[config.mk]
export PLATFORM = sky130hd
export DESIGN_NAME = ps2_key_sequencer
export DESIGN_NICKNAME = d
export VERILOG_FILES = /design/src/rtl/ps2_kbd_pkg.sv /design/src/rtl/ps2_evt_fifo.sv /design/src/rtl/ps2_key_sequencer.sv
export SDC_FILE = /design/constraint.sdc
export NUM_CORES = 1
export LEC_CHECK = 0
export BUFFER_PORTS_ARGS = -buffer_cell sky130_fd_sc_hd__buf_2
export CAP_MARGIN = 20
export CORE_MARGIN = 4
export CORE_UTILIZATION = 55
export CTS_CLUSTER_SIZE = 10
export DETAILED_ROUTE_END_ITERATION = 10
export PLACE_DENSITY = 0.84
export SETUP_SLACK_MARGIN = 0.5
export SYNTH_ARGS = -nofsm -noshare
export SYNTH_HDL_FRONTEND = slang
export SYNTH_SLANG_ARGS = --single-unit
[constraint.sdc]
create_clock -name CLOCK_50 -period 4.2 [get_ports CLOCK_50]
set_clock_uncertainty 0.1 [all_clocks]
set_input_delay 0.42 -clock CLOCK_50 [delete_from_list [all_inputs] [get_ports CLOCK_50]]
set_output_delay 0.42 -clock CLOCK_50 [all_outputs]
set_load 0.005 [all_outputs]
[src/rtl/ps2_kbd_pkg.sv]
// Scan-code constants, key indices and sequencer state encoding shared by the
// PS/2 key sequencer and its event FIFO.
package ps2_kbd_pkg;

    localparam int NUM_KEYS = 9;
    localparam int EVT_W    = 5;

    localparam logic [7:0] SC_EXT    = 8'hE0;
    localparam logic [7:0] SC_BRK    = 8'hF0;
    localparam logic [7:0] SC_ACK    = 8'hFA;
    localparam logic [7:0] SC_BAT    = 8'hAA;
    localparam logic [7:0] SC_ECHO   = 8'hEE;
    localparam logic [7:0] SC_RESEND = 8'hFE;
    localparam logic [7:0] SC_ERR0   = 8'h00;
    localparam logic [7:0] SC_ERR1   = 8'hFF;

    localparam logic [7:0] SC_A      = 8'h1C;
    localparam logic [7:0] SC_S      = 8'h1B;
    localparam logic [7:0] SC_D      = 8'h23;
    localparam logic [7:0] SC_F      = 8'h2B;
    localparam logic [7:0] SC_SPACE  = 8'h29;
    localparam logic [7:0] SC_UP     = 8'h75;
    localparam logic [7:0] SC_DOWN   = 8'h72;
    localparam logic [7:0] SC_LEFT   = 8'h6B;
    localparam logic [7:0] SC_RIGHT  = 8'h74;

    localparam logic [3:0] KEY_A     = 4'd0;
    localparam logic [3:0] KEY_S     = 4'd1;
    localparam logic [3:0] KEY_D     = 4'd2;
    localparam logic [3:0] KEY_F     = 4'd3;
    localparam logic [3:0] KEY_SPACE = 4'd4;
    localparam logic [3:0] KEY_UP    = 4'd5;
    localparam logic [3:0] KEY_DOWN  = 4'd6;
    localparam logic [3:0] KEY_LEFT  = 4'd7;
    localparam logic [3:0] KEY_RIGHT = 4'd8;

    typedef enum logic [1:0] {
        ST_IDLE    = 2'd0,
        ST_BRK     = 2'd1,
        ST_EXT     = 2'd2,
        ST_EXT_BRK = 2'd3
    } seq_state_t;

    typedef struct packed {
        logic       hit;
        logic [3:0] idx;
    } key_lookup_t;

    function automatic logic is_ignored(input logic [7:0] code);
        case (code)
            SC_ACK, SC_BAT, SC_ECHO, SC_RESEND, SC_ERR0, SC_ERR1: return 1'b1;
            default:                                              return 1'b0;
        endcase
    endfunction

    function automatic key_lookup_t lookup_key(input logic ext, input logic [7:0] code);
        key_lookup_t r;
        r.hit = 1'b1;
        r.idx = KEY_A;
        if (!ext) begin
            case (code)
                SC_A:     r.idx = KEY_A;
                SC_S:     r.idx = KEY_S;
                SC_D:     r.idx = KEY_D;
                SC_F:     r.idx = KEY_F;
                SC_SPACE: r.idx = KEY_SPACE;
                default:  r.hit = 1'b0;
            endcase
        end else begin
            case (code)
                SC_UP:    r.idx = KEY_UP;
                SC_DOWN:  r.idx = KEY_DOWN;
                SC_LEFT:  r.idx = KEY_LEFT;
                SC_RIGHT: r.idx = KEY_RIGHT;
                default:  r.hit = 1'b0;
            endcase
        end
        return r;
    endfunction

endpackage

[src/rtl/ps2_evt_fifo.sv]
// Synchronous FIFO of {key, make} events; no bypass, so a push is visible the
// cycle after it is written. The parent decides whether a push on full drops.
module ps2_evt_fifo
    import ps2_kbd_pkg::*;
#(
    parameter int DEPTH = 4,
    parameter int WIDTH = EVT_W
) (
    input  logic             CLOCK_50,
    input  logic             reset,
    input  logic             push,
    input  logic             pop,
    input  logic [WIDTH-1:0] din,
    output logic [WIDTH-1:0] dout,
    output logic             full,
    output logic             empty
);

    localparam int AW = (DEPTH > 1) ? $clog2(DEPTH) : 1;

    logic [WIDTH-1:0] mem [DEPTH];
    logic [AW-1:0]    wr_ptr;
    logic [AW-1:0]    rd_ptr;
    logic [AW:0]      count;

    always_ff @(posedge CLOCK_50 or posedge reset) begin
        if (reset) begin
            wr_ptr <= '0;
            rd_ptr <= '0;
            count  <= '0;
            for (int i = 0; i < DEPTH; i++) begin
                mem[i] <= '0;
            end
        end else begin
            if (push) begin
                mem[wr_ptr] <= din;
                wr_ptr      <= wr_ptr + 1'b1;
            end
            if (pop) begin
                rd_ptr <= rd_ptr + 1'b1;
            end
            case ({push, pop})
                2'b10:   count <= count + 1'b1;
                2'b01:   count <= count - 1'b1;
                default: count <= count;
            endcase
        end
    end

    assign dout  = mem[rd_ptr];
    assign full  = (count == (AW+1)'(DEPTH));
    assign empty = (count == '0);

endmodule

[src/rtl/ps2_key_sequencer.sv]
// PS/2 scan-code prefix sequencer: tracks pressed state of nine game keys and
// queues press/release events for the game logic.
//
//   state      | meaning
//   ST_IDLE    | no prefix pending; next byte is a make or a prefix
//   ST_BRK     | F0 seen; next byte is a non-extended break
//   ST_EXT     | E0 seen; next byte is an extended make or F0
//   ST_EXT_BRK | E0 F0 seen; next byte is an extended break
module ps2_key_sequencer
    import ps2_kbd_pkg::*;
#(
    parameter int FIFO_DEPTH     = 4,
    parameter int TIMEOUT_CYCLES = 1000000
) (
    input  logic                CLOCK_50,
    input  logic                reset,
    input  logic [7:0]          received_data,
    input  logic                received_data_en,
    output logic [NUM_KEYS-1:0] key_state,
    output logic                evt_valid,
    input  logic                evt_ready,
    output logic [3:0]          evt_key,
    output logic                evt_make,
    output logic                overflow
);

    localparam int CNT_W = (TIMEOUT_CYCLES > 1) ? $clog2(TIMEOUT_CYCLES) : 1;
    localparam logic [CNT_W-1:0] CNT_LAST = CNT_W'(TIMEOUT_CYCLES - 1);

    seq_state_t          state;
    seq_state_t          state_nxt;
    logic [CNT_W-1:0]    tmo_cnt;
    logic                tmo_hit;
    logic                do_make;
    logic                do_break;
    logic                code_ext;
    key_lookup_t         lk;
    logic                key_pressed;
    logic                push_req;
    logic                fifo_push;
    logic                fifo_pop;
    logic                fifo_full;
    logic                fifo_empty;
    logic [EVT_W-1:0]    fifo_dout;
    logic [NUM_KEYS-1:0] key_state_nxt;

    always_ff @(posedge CLOCK_50 or posedge reset) begin
        if (reset) begin
            state   <= ST_IDLE;
            tmo_cnt <= '0;
        end else begin
            state <= state_nxt;
            if (received_data_en || state_nxt == ST_IDLE) begin
                tmo_cnt <= '0;
            end else begin
                tmo_cnt <= tmo_cnt + 1'b1;
            end
        end
    end

    assign tmo_hit = (state != ST_IDLE) && (tmo_cnt == CNT_LAST);

    // A strobe always wins over a timeout landing in the same cycle.
    always_comb begin
        state_nxt = state;
        do_make   = 1'b0;
        do_break  = 1'b0;
        code_ext  = 1'b0;
        if (received_data_en) begin
            case (state)
                ST_IDLE: begin
                    if (received_data == SC_EXT) begin
                        state_nxt = ST_EXT;
                    end else if (received_data == SC_BRK) begin
                        state_nxt = ST_BRK;
                    end else if (!is_ignored(received_data)) begin
                        do_make = 1'b1;
                    end
                end
                ST_BRK: begin
                    do_break  = 1'b1;
                    state_nxt = ST_IDLE;
                end
                ST_EXT: begin
                    code_ext = 1'b1;
                    if (received_data == SC_BRK) begin
                        state_nxt = ST_EXT_BRK;
                    end else if (received_data != SC_EXT) begin
                        do_make   = 1'b1;
                        state_nxt = ST_IDLE;
                    end
                end
                ST_EXT_BRK: begin
                    code_ext  = 1'b1;
                    do_break  = 1'b1;
                    state_nxt = ST_IDLE;
                end
                default: state_nxt = ST_IDLE;
            endcase
        end else if (tmo_hit) begin
            state_nxt = ST_IDLE;
        end
    end

    assign lk          = lookup_key(code_ext, received_data);
    assign key_pressed = key_state[lk.idx];
    assign push_req    = lk.hit && ((do_make && !key_pressed) || (do_break && key_pressed));
    assign fifo_pop    = evt_valid && evt_ready;
    assign fifo_push   = push_req && (!fifo_full || fifo_pop);

    always_comb begin
        key_state_nxt = key_state;
        if (lk.hit && do_make) begin
            key_state_nxt[lk.idx] = 1'b1;
        end else if (lk.hit && do_break) begin
            key_state_nxt[lk.idx] = 1'b0;
        end
    end

    always_ff @(posedge CLOCK_50 or posedge reset) begin
        if (reset) begin
            key_state <= '0;
            overflow  <= 1'b0;
        end else begin
            key_state <= key_state_nxt;
            if (push_req && fifo_full && !fifo_pop) begin
                overflow <= 1'b1;
            end
        end
    end

    ps2_evt_fifo #(
        .DEPTH (FIFO_DEPTH),
        .WIDTH (EVT_W)
    ) u_evt_fifo (
        .CLOCK_50 (CLOCK_50),
        .reset    (reset),
        .push     (fifo_push),
        .pop      (fifo_pop),
        .din      ({lk.idx, do_make}),
        .dout     (fifo_dout),
        .full     (fifo_full),
        .empty    (fifo_empty)
    );

    assign evt_valid = !fifo_empty;
    assign evt_key   = fifo_dout[4:1];
    assign evt_make  = fifo_dout[0];

endmodule

==> flow_summary.yaml <==
synthesis:
  synthDistinctLibCells: 58
  synth.largest_area_cell: "sky130_fd_sc_hd__dfrtp_1"
  synth.cells.most_frequent: "sky130_fd_sc_hd__dfrtp_1 (59), sky130_fd_sc_hd__nor2_1 (35), sky130_fd_sc_hd__mux2_2 (24)"
  async_flop_share_pct: 100.0
  synth_top_cell_area_share_pct: 44.73
  post_synth_instance_area_um2: 3301
  synth_most_common_cell: "sky130_fd_sc_hd__dfrtp_1"
  postSynthNetCount: 323
  ys_warn_count: 0
  dominantRegCellSynth: "sky130_fd_sc_hd__dfrtp_1"
  yosys-top-cells-area: "sky130_fd_sc_hd__dfrtp_1 (45%), sky130_fd_sc_hd__mux2_2 (8.2%), sky130_fd_sc_hd__nor2_1 (4.0%)"
  sequential_to_total_area_share_from_yosys_stat_pct: 44.73
  synth_edf_count: 0
  synth_cells: 304
  ys_ff_latch: 59
  synth_area_per_cell_um2: 10.86
detailed_routing:
  total_number_of_vias: 2477
  wl_per_cell_um: 17.38
  detail_route.vias_per_cell: 5.998
  number_of_drc_markers_in_iteration_0: 97
  drt_drc_violations_left: 0
  antenna_violating_nets_post_route: 0
  first_pass_iters: 5
  finalWirelength_um: 7178
sta:
  slew_headroom_pct: 58.70
  final_max_slew_viol_count: 0
  fin_worst_hold_slack_ns: 0.3489
  maxClockFrequency_ghz: 0.2820
  max_slew.worst_pin.slew_ns: 0.6180
  hold_violations: 0
  final_period_minus_worst_setup_slack_ns: 3.546
  setup_viol: 0
  final_min_period_over_clock_period_pct: 84.43
  fin_tns_setup_ns: 0
  unrepaired_setup_endpoints_after_global_routing: "false"
critical_path:
  crit_type: "flop to flop"
  critPathMaxFanout: 6
  timing.critical_path.cells: "a211o_1 -> nor3_1 -> nor2_1 -> a2111o_1 -> and4b_4 -> nor2_2 -> ha_1 -> inv_1 -> fa_1 -> xor2_1 -> nor2_1 -> xor2_1"
  timing.critical_path.from_type: "flop"
  critPathCaptureType: "flop"
  slowest_stage: "sky130_fd_sc_hd__dfrtp_2"
  crit_buf_inv: 1
  critical_path_required_ns: 4.38
  cp_top_family: "simple AND/OR/NAND/NOR gates"
  worst-endpoint-arrival_ns: 3.72
  max_stage_delay_ns: 0.46
finish:
  drive_above_1_share_pct: 27.86
  area.growth.synth_to_final_pct: 15.85
  diodes_inserted: 0
  finalNetCount: 355
clocking:
  tritoncts: "yes"
  clock_network_latency_to_the_later_pin_of_the_worst_skew_pair_ns: 0.35
  htree_num_levels: 3
  clock_edge_transition_at_the_registers_on_the_reported_setup_and_hold_paths_ns: 0.07
  cts.root.buffer_cell: "sky130_fd_sc_hd__clkbuf_8"
  cts-buffers-inserted: 9
  clock_sink_count: 59
  clock_path_buffers: 2
placement:
  place.detailed.hpwl_um: 4966
  gp_congestion: 0.9148
  placement.io_buffers: 27
floorplan:
  initial_core_util_pct: 58.16
  top_level_ports: 28
  fp.dieH_um: 85.47
  floorplan.core_area_um2: 5675
  die_width_um: 85.47
  fp.dieArea_um2: 7304
  placement_rows: 27
grt:
  grt_start_max_net_pins: 43
  via_count_of_the_first_global_routing_pass: 2480
  number_of_antenna_violations_at_the_first_check_in_global_routing: 0
  grt_pass1_wl_um: 11820
  global_route.overflow_total: 0
  grt_use_total_pct: 20.82
power:
  power.static_leakage_uw: 0.001735
  p_per_area_nw_per_um2: 411.3
  vdd_drop_max_mv: 0.3625
status:
  run_status: "complete, no violations"
flow_run:
  max-cap-violations: 0
min_path:
  timing.hold.worst.class: "input port to flop"
placed cells by master (no fill, tap or decap), types with 4 or more instances in the layout:
cell / netlist / final
sky130_fd_sc_hd__or3_1: 5 / 4
sky130_fd_sc_hd__bufinv_16: 0 / 4
sky130_fd_sc_hd__nand4_1: 6 / 6
sky130_fd_sc_hd__a21oi_1: 4 / 4
sky130_fd_sc_hd__inv_1: 12 / 11
sky130_fd_sc_hd__mux4_2: 5 / 5
sky130_fd_sc_hd__xor2_1: 13 / 13
sky130_fd_sc_hd__mux2_2: 24 / 24
sky130_fd_sc_hd__nand2_1: 15 / 15
sky130_fd_sc_hd__nor2_1: 35 / 35
sky130_fd_sc_hd__o21ai_0: 5 / 5
sky130_fd_sc_hd__and3_1: 8 / 8
sky130_fd_sc_hd__dfrtp_1: 59 / 58
sky130_fd_sc_hd__nand3_1: 18 / 18
sky130_fd_sc_hd__buf_2: 6 / 27
sky130_fd_sc_hd__nor4_1: 4 / 4
sky130_fd_sc_hd__nor3_1: 5 / 5
sky130_fd_sc_hd__mux2i_1: 4 / 4
sky130_fd_sc_hd__ha_1: 6 / 6
sky130_fd_sc_hd__buf_4: 2 / 6
sky130_fd_sc_hd__mux2_1: 5 / 5
sky130_fd_sc_hd__clkbuf_8: 0 / 11
sky130_fd_sc_hd__xnor2_1: 11 / 11
worst register-to-register path: stages, from the launching register on:
cell and delay (ns):
sky130_fd_sc_hd__dfrtp_2 0.46, sky130_fd_sc_hd__a211o_1 0.39, sky130_fd_sc_hd__nor3_1 0.36, sky130_fd_sc_hd__nor2_1 0.17, sky130_fd_sc_hd__a2111o_1 0.46, sky130_fd_sc_hd__and4b_4 0.25, sky130_fd_sc_hd__nor2_2 0.22, sky130_fd_sc_hd__ha_1 0.23
sky130_fd_sc_hd__inv_1 0.06, sky130_fd_sc_hd__fa_1 0.38, sky130_fd_sc_hd__xor2_1 0.15, sky130_fd_sc_hd__nor2_1 0.11, sky130_fd_sc_hd__xor2_1 0.14
cell families after synthesis:
logic type                 count (synthesis)  share of synthesized area (%)
and+or+nand+nor                          120                          20.24
muxes                                     38                          14.52
DFF                                       59                          44.73
xor gates and xnor gates                  24                          6.368
buffers and inverters                     25                          3.298
adders and majority gates                  7                          2.881
AOI/OAI and AO/OA                         31                          7.961
metrics by stage:
stage | area, µm² | utilization (%) | std cells | worst slack (ns) | power, µW
global route | 3824 | 67.37 | 413 | 0.4523 | 1644
floorplan | 3301 | - | 304 | 0.7057 | 818.2
CTS | 3777 | 66.56 | 410 | 0.5585 | 1582
finish | 3824 | 67.37 | 413 | 0.6539 | 1573
global placement | 3485 | 61.40 | 393 | 0.4665 | 862.7
detailed placement | 3485 | 61.40 | 393 | 0.3261 | 873.1
layout make-up:
cell class	count	area [µm²]
fill	422	1852
multi-input combinational	220	1745
sequential	59	1478
timing repair buffer	34	190.2
clock buffer	12	155.1
clock inverter	4	120.1
tap	72	90.09
inverter	12	45.04
timing repair:
| action | 4_1_cts | 5_1_grt |
|---|---|---|
| endpoints found under the setup margin | 1 | 1 |
| pin swaps | 0 | 1 |
| hold buffers | 1 | 0 |
| endpoints found under the hold margin | 17 | 0 |
| gates resized for setup | 2 | 5 |
| buffers inserted | 0 | 3 |
worst paths after layout:
check | start | endpoint | slack [ns] | cells past startpoint
setup / recovery | state[1] | u_evt_fifo.count[2] | 0.65 | 12
hold / removal | evt_ready | u_evt_fifo.rd_ptr[0] | 0.35 | 3
setup reg to reg | state[1] | u_evt_fifo.count[2] | 0.65 | 12
hold reg to reg | overflow | overflow | 0.37 | 1
max in group asynchronous | reset | async pin | 2.66 | 4
min in group asynchronous | reset | tmo_cnt[10] | 0.49 | 3
power by group:
part	internal, µW	switching [µW]
clock network	487	221
registers	607	54.8
logic	101	101
per-layer routing:
metal	GRT usage (%)	wire length, µm	vias up	part of all wire (%)
li1	-	-	1158	-
met4	6.906	156	0	2.2
met1	25.05	3067	1228	43
met3	7.087	340	18	4.7
met5	0	0	-	0
met2	34.96	3613	73	50
Note: power is estimated with default switching activity, not from simulation.
